==> src/rtl/machine_phase_pkg.sv <==
// Shared types and parameter checks for the machine-cycle phase generator.
package machine_phase_pkg;

    typedef enum logic [1:0] {
        S_IDLE = 2'd0,
        S_RUN  = 2'd1,
        S_STEP = 2'd2
    } state_e;

    // Legal when there are at least two phases and the index can name every phase.
    function automatic bit params_ok(input int num_phases, input int ph_w);
        return (num_phases >= 2) && ((64'(1) << ph_w) >= 64'(num_phases));
    endfunction

endpackage

==> src/rtl/machine_phase_gen_phase_divider.sv <==
// Per-phase clock divider: holds the sub-phase count and the divide ratio
// latched at machine-cycle start, and exposes next-cycle decode for output registers.
module phase_divider #(
    parameter int DIV_W = 4
) (
    input  logic             i_clk,
    input  logic             i_rst_n,
    input  logic [DIV_W-1:0] i_div,
    input  logic             i_start,
    input  logic             i_en,
    output logic             o_last,
    output logic             o_first_nxt,
    output logic             o_last_nxt
);

    logic [DIV_W-1:0] r_sub;
    logic [DIV_W-1:0] r_div_q;
    logic [DIV_W-1:0] w_sub_nxt;
    logic [DIV_W-1:0] w_div_q_nxt;

    assign o_last = (r_sub == r_div_q);

    always_comb begin
        w_sub_nxt   = r_sub;
        w_div_q_nxt = r_div_q;
        if (i_start) begin
            w_sub_nxt   = '0;
            w_div_q_nxt = i_div;
        end else if (i_en) begin
            w_sub_nxt = o_last ? '0 : r_sub + DIV_W'(1);
        end
    end

    assign o_first_nxt = (w_sub_nxt == '0);
    assign o_last_nxt  = (w_sub_nxt == w_div_q_nxt);

    always_ff @(posedge i_clk) begin
        if (!i_rst_n) begin
            r_sub   <= '0;
            r_div_q <= '0;
        end else begin
            r_sub   <= w_sub_nxt;
            r_div_q <= w_div_q_nxt;
        end
    end

endmodule

==> src/rtl/machine_phase_gen.sv <==
// N-phase machine-cycle enable generator with run/halt/single-step control.
// Optional breakpoint on cycle count enabled by defining MACHINE_PHASE_BREAK_EN.
module machine_phase_gen
    import machine_phase_pkg::*;
#(
    parameter int DIV_W      = 4,
    parameter int NUM_PHASES = 2,
    parameter int PH_W       = 1,
    parameter int CYC_W      = 16
) (
    input  logic                  i_clk,
    input  logic                  i_rst_n,
    input  logic [DIV_W-1:0]      i_div,
    input  logic                  i_run,
    input  logic                  i_step,
    input  logic                  i_halt_req,
`ifdef MACHINE_PHASE_BREAK_EN
    input  logic [CYC_W-1:0]      i_brk_cyc,
    input  logic                  i_brk_arm,
    input  logic                  i_clr_brk,
    output logic                  o_brk_hit,
`endif
    output logic [NUM_PHASES-1:0] o_ph_stb,
    output logic [PH_W-1:0]       o_ph_idx,
    output logic                  o_cyc_done,
    output logic                  o_m_lvl,
    output logic                  o_busy,
    output logic [CYC_W-1:0]      o_cyc_cnt
);

    localparam bit            P_OK    = params_ok(NUM_PHASES, PH_W);
    localparam logic [PH_W-1:0] LAST_PH = PH_W'(NUM_PHASES - 1);
    localparam logic [PH_W-1:0] HALF_PH = PH_W'(NUM_PHASES / 2);

    if (!P_OK) begin : g_bad_params
        $error("machine_phase_gen: NUM_PHASES must be >= 2 and PH_W wide enough");
    end

    state_e           r_state, w_state_nxt;
    logic [PH_W-1:0]  r_ph_idx, w_ph_nxt;
    logic [CYC_W-1:0] r_cyc_cnt;
    logic             r_halt_pend, w_halt_pend_nxt;
    logic             w_start, w_en, w_last, w_first_nxt, w_last_nxt;
    logic             w_cyc_end, w_brk_fire, w_stop;
    logic [NUM_PHASES-1:0] w_stb_nxt;
    logic             w_done_nxt, w_m_lvl_nxt, w_busy_nxt;

    phase_divider #(.DIV_W(DIV_W)) u_div (
        .i_clk       (i_clk),
        .i_rst_n     (i_rst_n),
        .i_div       (i_div),
        .i_start     (w_start),
        .i_en        (w_en),
        .o_last      (w_last),
        .o_first_nxt (w_first_nxt),
        .o_last_nxt  (w_last_nxt)
    );

    assign w_en      = (r_state != S_IDLE);
    assign w_cyc_end = w_en && w_last && (r_ph_idx == LAST_PH);

`ifdef MACHINE_PHASE_BREAK_EN
    logic r_brk_hit;
    // Compare against the count as it will read once this cycle is credited.
    assign w_brk_fire = w_cyc_end && i_brk_arm && ((r_cyc_cnt + CYC_W'(1)) == i_brk_cyc);
    assign o_brk_hit  = r_brk_hit;
    always_ff @(posedge i_clk) begin
        if (!i_rst_n) r_brk_hit <= 1'b0;
        else          r_brk_hit <= (r_brk_hit && !i_clr_brk) || w_brk_fire;
    end
`else
    assign w_brk_fire = 1'b0;
`endif

    assign w_stop = r_halt_pend || i_halt_req || !i_run || w_brk_fire;

    always_ff @(posedge i_clk) begin
        if (!i_rst_n) r_state <= S_IDLE;
        else          r_state <= w_state_nxt;
    end

    always_comb begin
        w_state_nxt = r_state;
        w_start     = 1'b0;
        case (r_state)
            S_IDLE: begin
                if (i_run) begin
                    w_state_nxt = S_RUN;
                    w_start     = 1'b1;
                end else if (i_step) begin
                    w_state_nxt = S_STEP;
                    w_start     = 1'b1;
                end
            end
            S_RUN: begin
                if (w_cyc_end) begin
                    if (w_stop) w_state_nxt = S_IDLE;
                    else        w_start     = 1'b1;
                end
            end
            S_STEP: begin
                if (w_cyc_end) w_state_nxt = S_IDLE;
            end
            default: w_state_nxt = S_IDLE;
        endcase
    end

    always_comb begin
        w_ph_nxt = r_ph_idx;
        if (w_start)               w_ph_nxt = '0;
        else if (w_en && w_last)   w_ph_nxt = (r_ph_idx == LAST_PH) ? '0 : r_ph_idx + PH_W'(1);

        w_halt_pend_nxt = (r_state == S_RUN) && !w_cyc_end && (r_halt_pend || i_halt_req);

        // Outputs are decoded from next-cycle state so the registered copies line up with it.
        w_busy_nxt  = (w_state_nxt != S_IDLE);
        w_stb_nxt   = (w_busy_nxt && w_first_nxt) ? (NUM_PHASES'(1) << w_ph_nxt) : '0;
        w_done_nxt  = w_busy_nxt && w_last_nxt && (w_ph_nxt == LAST_PH);
        w_m_lvl_nxt = w_busy_nxt && (w_ph_nxt < HALF_PH);
    end

    always_ff @(posedge i_clk) begin
        if (!i_rst_n) begin
            r_ph_idx    <= '0;
            r_cyc_cnt   <= '0;
            r_halt_pend <= 1'b0;
            o_ph_stb    <= '0;
            o_cyc_done  <= 1'b0;
            o_m_lvl     <= 1'b0;
            o_busy      <= 1'b0;
        end else begin
            r_ph_idx    <= w_ph_nxt;
            r_halt_pend <= w_halt_pend_nxt;
            if (w_cyc_end) r_cyc_cnt <= r_cyc_cnt + CYC_W'(1);
            o_ph_stb    <= w_stb_nxt;
            o_cyc_done  <= w_done_nxt;
            o_m_lvl     <= w_m_lvl_nxt;
            o_busy      <= w_busy_nxt;
        end
    end

    assign o_ph_idx  = r_ph_idx;
    assign o_cyc_cnt = r_cyc_cnt;

endmodule

==> config.mk <==
export PLATFORM = sky130hd
export DESIGN_NAME = machine_phase_gen
export DESIGN_NICKNAME = d
export VERILOG_FILES = /design/src/rtl/machine_phase_pkg.sv /design/src/rtl/machine_phase_gen_phase_divider.sv /design/src/rtl/machine_phase_gen.sv
export SDC_FILE = /design/constraint.sdc
export NUM_CORES = 1
export LEC_CHECK = 0
export BUFFER_PORTS_ARGS = -buffer_cell sky130_fd_sc_hd__buf_4
export CORE_MARGIN = 5
export CORE_UTILIZATION = 49
export CTS_BUF_LIST = sky130_fd_sc_hd__clkbuf_4 sky130_fd_sc_hd__clkbuf_8 sky130_fd_sc_hd__clkbuf_16
export DETAILED_ROUTE_END_ITERATION = 10
export PLACE_DENSITY = 0.71
export SLEW_MARGIN = 20
export SYNTH_ARGS = -nofsm -noshare
export SYNTH_HDL_FRONTEND = slang
export SYNTH_HIERARCHICAL = 1
export SYNTH_SLANG_ARGS = --single-unit
==> constraint.sdc <==
create_clock -name i_clk -period 2.6 [get_ports i_clk]
set_clock_uncertainty 0.05 [all_clocks]
set_input_delay 0.26 -clock i_clk [delete_from_list [all_inputs] [get_ports i_clk]]
set_output_delay 0.26 -clock i_clk [all_outputs]
set_load 0.1 [all_outputs]
* Yosys cells after proc, flatten, opt, wreduce, memory -nomap -nowiden *
Index checks and enable logic that the tools add are counted.

cells by class
  add/subtract/negate cells = 3
  multiply operators = 0
  divide/modulo/power cells = 0
  order comparisons = 1
  eq/ne operators = 4
  shift-type cells = 1
  mux-type cells = 18
  bitwise operators = 0
  reductions and logical operators = 17

operator list
  cell                                                                count
  16-bit by 1-bit adder with 16-bit output (second input constant)    1
  4-bit 2-to-1 mux                                                    4
  2-bit 2-to-1 mux                                                    5
  4-bit == test                                                       2
  1-bit logical AND                                                   8
  1-bit 2-to-1 mux                                                    7
  2-bit one-hot mux with 3 select lines                               1
  4-bit by 1-bit adder with 4-bit output (second input constant)      1
  4-bit zero test                                                     1
  2-bit nonzero test                                                  2
  2-bit by 1-bit == test with 1-bit output (second input constant)    1
  2-bit == test (second input constant)                               1
  1-bit zero test                                                     2
  2-bit zero test                                                     1
  1-bit logical OR                                                    2
  1-bit one-hot mux with 2 select lines                               1
  2-bit AND reduction                                                 1
  1-bit by 1-bit left shift with 2-bit output (first input constant)  1
  1-bit adder (second input constant)                                 1
  1-bit < comparator (second input constant)                          1

storage, ports and cells
  register bits = 33
  bits in latches = 0
  RAM bits = 0
  memory bits (read-only) = 0
  output and inout bits = 22
  memories kept = 0

* Longest topological paths before layout *
Gate-level depths: netlist of run 1.

  word-level depth = 9
  gate-level depth with buffers = 14
  gate-level depth less buffers = 12

* By module *
The synthesis of run 1 kept the hierarchy.

by module, submodules not included
  module             instances  cells each  area an instance (µm²)  seq. area each (µm²)
  machine_phase_gen  1          117         1,106.1                 500.5
  phase_divider      1          58          575.6                   160.2

* Worst setup path after synthesis of run 1 *
OpenSTA, ideal clock, no wires.

  path kind = register -> register
  start point = reg u_div.r_sub[1]
  end point = reg o_cyc_done
  data arrival time = 2,765 ps
  required time = 2,490 ps
  setup slack = -275 ps
  stages on the path, launching flop included = 14
  path buffers = 1
  clock period less this slack = 2,875 ps
  path through = dfxtp_1 > xor2_1 > nor4_4 > and2_1 > ha_1 > buf_4 > nand3_1 > a21oi_1 > nor2b_1 > mux2_2 > a21boi_0 > xnor2_1 > nor4_2 > and3_1

between the ends
  word-level cells in the longest chain between the ends = 9
  elaborated cells on any way between the ends = 19

RTL lines
  element                                  RTL line                               source
  start: declaration                       machine_phase_gen_phase_divider.sv:16  logic [DIV_W-1:0] r_sub;
  start signal: assignment                 machine_phase_gen_phase_divider.sv:42  r_sub <= w_sub_nxt;
  4-bit == test *                          machine_phase_gen_phase_divider.sv:21  assign o_last = (r_sub == r_div_q);
  via w_last                               machine_phase_gen.sv:43                logic w_start, w_en, w_last, w_first_nxt, w_last_nxt;
  1-bit logical AND * (2 in a row)         machine_phase_gen.sv:60                assign w_cyc_end = w_en && w_last && (r_ph_idx == LAST_PH);
  via w_cyc_end                            machine_phase_gen.sv:44                logic w_cyc_end, w_brk_fire, w_stop;
  1-bit 2-to-1 mux *                       machine_phase_gen.sv:96                if (w_cyc_end) begin
  1-bit one-hot mux with 2 select lines *  machine_phase_gen.sv:85                case (r_state)
  via w_start                              machine_phase_gen.sv:43
  4-bit 2-to-1 mux                         machine_phase_gen_phase_divider.sv:26  if (i_start) begin
  4-bit == test *                          machine_phase_gen_phase_divider.sv:35  assign o_last_nxt = (w_sub_nxt == w_div_q_nxt);
  via w_last_nxt                           machine_phase_gen.sv:43
  1-bit logical AND * (2 in a row)         machine_phase_gen.sv:118               w_done_nxt = w_busy_nxt && w_last_nxt && (w_ph_nxt == LAST_PH);
  end signal: assignment                   machine_phase_gen.sv:136               o_cyc_done <= w_done_nxt;
  end: declaration                         machine_phase_gen.sv:25                output logic o_cyc_done,

The timed path passes the listed nets; every way through them passes the cells marked *.
A chain may end at the register's enable or synchronous reset.

* Final worst setup path of run 1 *
  start point = reg u_div.r_sub[2]
  end point = reg o_cyc_done

Same word-level chain as after synthesis.

==> impl_metrics.tcl, run 1 <==
set metrics [dict create \
    comb_power_share_pct 30.5 \
    max_slew_margin_pct 73.8 \
    min_period_ps 2630 \
    area_growth_pct 32.9 \
    drc_errors 0 \
    p_switching_w 0.000412 \
    setup_viol 1 \
    synthArstFlopShare_pct 0 \
    violations "setup timing" \
    totalWireLength_um 3870 \
    diodes 0 \
    overflow 0 \
    ant_nets 0 \
    p_leak_nw 0.969 \
    clk_pin_slew_ps 100 \
    hold_viol 0 \
    ff_latch_area_um2 668 \
    ys.flop_type "dfxtp_1" \
    grt_max_degree 31 \
    synth-edff-count 0 \
    cts_tree "built" \
    startpoint_type "register" \
    multi_input_area_mm2 0.00107 \
    ys_types 51 \
    io_buffer_count 30 \
    detail_route.first_pass.iterations 4 \
    final_nets 237 \
    cts_buffers 5 \
    seqPwrFrac_pct 44.8 \
    core_mm2 0.00334 \
    htreeDepth 2 \
    crit_arrival_ps 2860 \
    p_int_w 0.000813 \
    setup.worst_path.end_class "register" \
    final_util_pct 67.0 \
    die_area_mm2 0.00470 \
    clockRootBuffer "clkbuf_4" \
    clock-sinks 33 \
    wl_per_cell_um 14.3 \
    ir_drop_v 0.000361 \
    pwr-share-clk_pct 24.7 \
    status "finished, violations left" \
    grt_pass1_wl_um 6450 \
    rsz0062_at_grt "yes" \
    antenna_found_initial 0 \
    die_height_um 68.6 \
    p_sw_share_pct 33.6 \
    clk_latency_ps 330 \
    grt_pass1_vias 1431 \
    fmax_ghz 0.381 \
    worst_pin_slew_ps 392 \
    dp.cells 256 \
    hold_path_class "in -> reg" \
    layout-drive-gt1-share_pct 38.4 \
    slew_viol_final 0 \
    crit_fanout 8 \
    syn_avg_cell_area_um2 9.61 \
    yosys.area.top_type "dfxtp_1" \
    syn_area_mm2 0.00168 \
    ys_top_cells_by_area "dfxtp_1, and2_1, xor2_1" \
    cts_buffer_depth 2 \
    synthCells 175 \
    routed-wl-met3_um 191 \
    rows 21 \
    vias 1417 \
    fp.dieW_um 68.6 \
    tns_ps -26.4 \
    setup.worst_path.class "reg -> reg" \
    track_usage_pct 18.3 \
    cp.required_ps 2830 \
    drt-met1-wl_um 1680 \
    dp_slack_ps -51.7 \
    initial_utilization_pct 50.4 \
    nFillCells 275 \
    synthTopCellsByCount "dfxtp_1, and2_1, xor2_1, nand2_1, mux2i_1" \
    wl_met2_um 1960 \
    syn-num-nets 188 \
    ys_ff_latch 33 \
    fin_crit_sh_pct 101 \
    place_hpwl_um 2730 \
    stdcell_count 270 \
    drt-initial-drc-count 83 \
    place_congestion 0.841 \
    yosysSeqAreaShare_pct 39.3 \
    cts_hold_buf 0 \
    boundaryPins 31 \
    yosysTopAreaCellShare_pct 39.3 \
    yosysWarnings 6 \
    top_layer "met4" \
    pwr_density_cell_mw_per_mm2 548 \
    viasPerCell 5.25 \
    final.setup.worst_slack_ps -26.4 \
    synth.most_common_cell "dfxtp_1" \
    cap_violations 0 \
]
==> sequential cells by signal, indices dropped and copies added, names as in the netlist <==
| signal | count |
|---|---|
| o_cyc_cnt | 16 |
| u_div/r_div_q | 4 |
| u_div/r_sub | 4 |
| o_ph_stb | 2 |
| r_state | 2 |
| o_busy | 1 |
| o_cyc_done | 1 |
| o_m_lvl | 1 |
| o_ph_idx | 1 |
| r_halt_pend | 1 |
==> placed cells by master (no fill, tap or decap), types with 2 or more instances in the layout <==
cell,n
nand2_1,8
inv_1,5
nand4_1,6
mux2i_1,6
nor4_1,3
buf_4,46
or3_1,2
nor3_1,5
dfxtp_2,6
nor2b_1,5
xor2_2,3
nand2b_1,4
clkbuf_4,6
dfxtp_1,27
xor2_1,8
or4_1,2
and2_1,15
and3_1,4
or2_2,3
ha_1,3
nor2_1,5
a21boi_1,2
a21boi_0,2
xnor2_1,6
o21ai_0,4
nand3_1,4
==> metrics by stage <==
stage | total power, W | hold slack [ps] | cell area (µm²)
after global placement | 0.000887 | 420 | 2060
after CTS | 0.00121 | 155 | 2150
after detailed placement | 0.000895 | 428 | 2060
after floorplan | 0.000808 | 328 | 1730
final | 0.00122 | 157 | 2230
after global routing | 0.00129 | 149 | 2230
==> layer usage <==
metal / vias up / GRT usage [%]
li1: 715 / -
met1: 667 / 22.9
met2: 30 / 30.0
met3: 5 / 5.35
met4: 0 / 5.71
met5: - / 0
==> area by class of cell <==
class | instances | share of cell area (%)
Multi-Input combinational cell | 132 | 47.7
Sequential cell | 33 | 29.9
Timing Repair Buffer | 47 | 16.3
Clock buffer | 7 | 2.63
Tap cell | 46 | 2.58
Inverter | 5 | 0.840
==> worst paths after layout <==
path / startpoint / endpoint / slack [ps] / cells past startpoint
max reg2reg: u_div/r_sub[2] / o_cyc_done / -30 / 12
min reg2reg: o_cyc_cnt[15] / o_cyc_cnt[15] / 440 / 2
max: u_div/r_sub[2] / o_cyc_done / -30 / 12
min: i_div[1] / u_div/r_div_q[1] / 160 / 3
==> power by group through the flow <==
stage / registers (W) / clock network (W) / logic [W]
after floorplan: 0.000657 / 0 / 0.000151
final: 0.000549 / 0.000303 / 0.000373
after global routing: 0.000553 / 0.000341 / 0.000398
after global placement: 0.000557 / 0 / 0.000330
after CTS: 0.000549 / 0.000313 / 0.000346
after detailed placement: 0.000559 / 0 / 0.000335
==> critical path, cell delays in order (launching register included) <==
cell	delay, ps
dfxtp_2	350
xor2_2	200
nor4_4	320
and2_4	200
ha_4	140
nand3_4	70
a21oi_4	200
buf_12	150
buf_4	120
mux2i_4	220
mux2i_1	110
nor4_2	270
and3_1	180
==> kinds of logic (layout without fill, tap and decap cells) <==
logic type / count (synthesis) / after routing / share of synthesized area, %
buffers and inverters: 10 / 59 / 3.50
XOR/XNOR: 17 / 17 / 9.30
multiplexers: 8 / 8 / 4.84
AO/OA/AOI/OAI: 22 / 22 / 9.97
AND/OR/NAND/NOR: 81 / 81 / 30.1
adder cells (fa/ha/maj): 4 / 4 / 2.98
flip-flops: 33 / 33 / 39.3
==> timing repair <==
item,4_1_cts,5_1_grt
gates resized for setup,5,6
setup endpoints to repair,2,4
pin swaps,4,8
buffers inserted,1,6
Note: power is estimated with default switching activity, not from simulation.
==> run 2, diff against run 1 <==
MAX_ROUTING_LAYER = met4   (was not set)
==> run 2 against run 1 <==
Compared with the run above: the flow still finishes with violations (setup timing); setup slack about the same; die area did not move; hold slack better by 1.4 ps; non-clock buffer count stayed put; largest power group unchanged.
==> impl_metrics.tcl, run 2 (same netlist as run 1, synthesis figures left out) <==
set metrics [dict create \
    layout_common_cells "buf_4, dfxtp_1, and2_1" \
    final_util_pct 67.0 \
    boundaryPins 31 \
    layout-drive-gt1-share_pct 38.4 \
    core_mm2 0.00334 \
    ant_nets 0 \
    detail_route.first_pass.iterations 4 \
    track_usage_pct 18.8 \
    area_growth_pct 32.9 \
    rrSetupSlack_ps -30 \
    io_buffer_count 30 \
    fp.dieW_um 68.6 \
    fmax_ghz 0.381 \
    hold_path_class "in -> reg" \
    initial_utilization_pct 50.4 \
    drt-initial-drc-count 115 \
    die_area_mm2 0.00470 \
    holdWs_ps 158 \
    htreeDepth 2 \
    ff_latch_area_um2 668 \
    setup.worst_path.end_class "register" \
    clockRootBuffer "clkbuf_4" \
    worst_pin_slew_ps 390 \
    largest_register_ffs 16 \
    stdcell_count 270 \
    crit_arrival_ps 2860 \
    status "finished, violations left" \
    die_height_um 68.6 \
    overflow 0 \
    cts_buffers 5 \
    fin_crit_sh_pct 101 \
    layout_commonest_cell "buf_4" \
    multi_input_area_mm2 0.00107 \
    startpoint_type "register" \
    rows 21 \
    dp_slack_ps -51.7 \
    crit_slowest_cell "dfxtp_2" \
    hold_viol 0 \
    min_period_ps 2630 \
    setup_viol 1 \
    totalWireLength_um 3870 \
    cap_violations 0 \
    slew_viol_final 0 \
    clk_pin_slew_ps 100 \
    ir_drop_v 0.000359 \
    placed_cell_area_mm2 0.00206 \
    clock-sinks 33 \
    pwr_density_cell_mw_per_mm2 547 \
    clk_latency_ps 330 \
    p_leak_nw 0.969 \
    final.setup.worst_slack_ps -26.7 \
    dp.cells 256 \
    rsz0062_at_grt "yes" \
    grt_pass1_vias 1430 \
    violations "setup timing" \
    crit_fanout 8 \
    grt_max_degree 31 \
    setup.worst_path.class "reg -> reg" \
    path_delay_family "simple AND/OR/NAND/NOR gates" \
    wl_per_cell_um 14.3 \
    max_slew_margin_pct 73.9 \
    cts_buffer_depth 2 \
    cp.required_ps 2830 \
    grt_pass1_wl_um 6450 \
    place_hpwl_um 2730 \
    place_congestion 0.854 \
    slowest_delay_ps 350 \
    finish.instance_area_mm2 0.00223 \
    drc_errors 0 \
    nFillCells 275 \
    vias 1417 \
    antenna_found_initial 0 \
    path_cells "xor2_2, nor4_4, and2_4, ha_4, nand3_4, a21oi_4, buf_12, buf_4, mux2i_4, mux2i_1, nor4_2, and3_1" \
    final_nets 237 \
    path_buf_inv 2 \
    cts_tree "built" \
    viasPerCell 5.25 \
    diodes 0 \
]
## run 2: cell counts in the layout (fill, tap and decap cells not counted)
Identical to the previous run, type by type.
## run 2: report_power, final
| group | switching [W] | internal (W) | leakage, nW | total, W |
|---|---|---|---|---|
| clock | 0.000164 | 0.000138 | 0.0348 | 0.000302 |
| sequential | 0.0000170 | 0.000532 | 0.271 | 0.000549 |
| combinational | 0.000229 | 0.000143 | 0.664 | 0.000372 |
## run 2: final cells by class
| type | count | share of cell area (%) |
|---|---|---|
| inverter | 5 | 0.840 |
| clock buffer | 7 | 2.63 |
| multi-input combinational | 132 | 47.7 |
| sequential | 33 | 29.9 |
| timing repair buffer | 47 | 16.3 |
| tap | 46 | 2.58 |
## run 2: per-stage QoR
stage / power, W / setup TNS (ps)
3_5_place_dp: 0.000895 / -51.7
3_3_place_gp: 0.000887 / -3.23
6_report: 0.00122 / -26.7
4_1_cts: 0.00121 / -10.2
2_1_floorplan: 0.000808 / -241
5_1_grt: 0.00129 / -363
## run 2: path summary, 6_finish.rpt
path,from,to,cells past startpoint
max,u_div/r_sub[2],o_cyc_done,12
max reg2reg,u_div/r_sub[2],o_cyc_done,12
min reg2reg,o_cyc_cnt[15],o_cyc_cnt[15],2
min,i_div[1],u_div/r_div_q[1],3
## run 2: layer usage
metal / up-vias / track usage, % / wire length [µm]
met2: 33 / 30.0 / 1940
met1: 662 / 23.0 / 1690
met3: 5 / 5.19 / 200
met4: 0 / 5.71 / 42
met5: - / - / 0
li1: 717 / - / -
## run 2: what timing repair did
action,CTS,global route
resized for setup,5,6
pin swaps,4,8
hold buffers,0,0
setup endpoints to repair,2,4
setup buffers,1,6
## run 2: worst register-to-register path: stages, from the launching register on
cell and delay (ps):
dfxtp_2 350, xor2_2 200, nor4_4 320, and2_4 200, ha_4 140, nand3_4 70, a21oi_4 200, buf_12 150
buf_4 120, mux2i_4 220, mux2i_1 110, nor4_2 260, and3_1 180
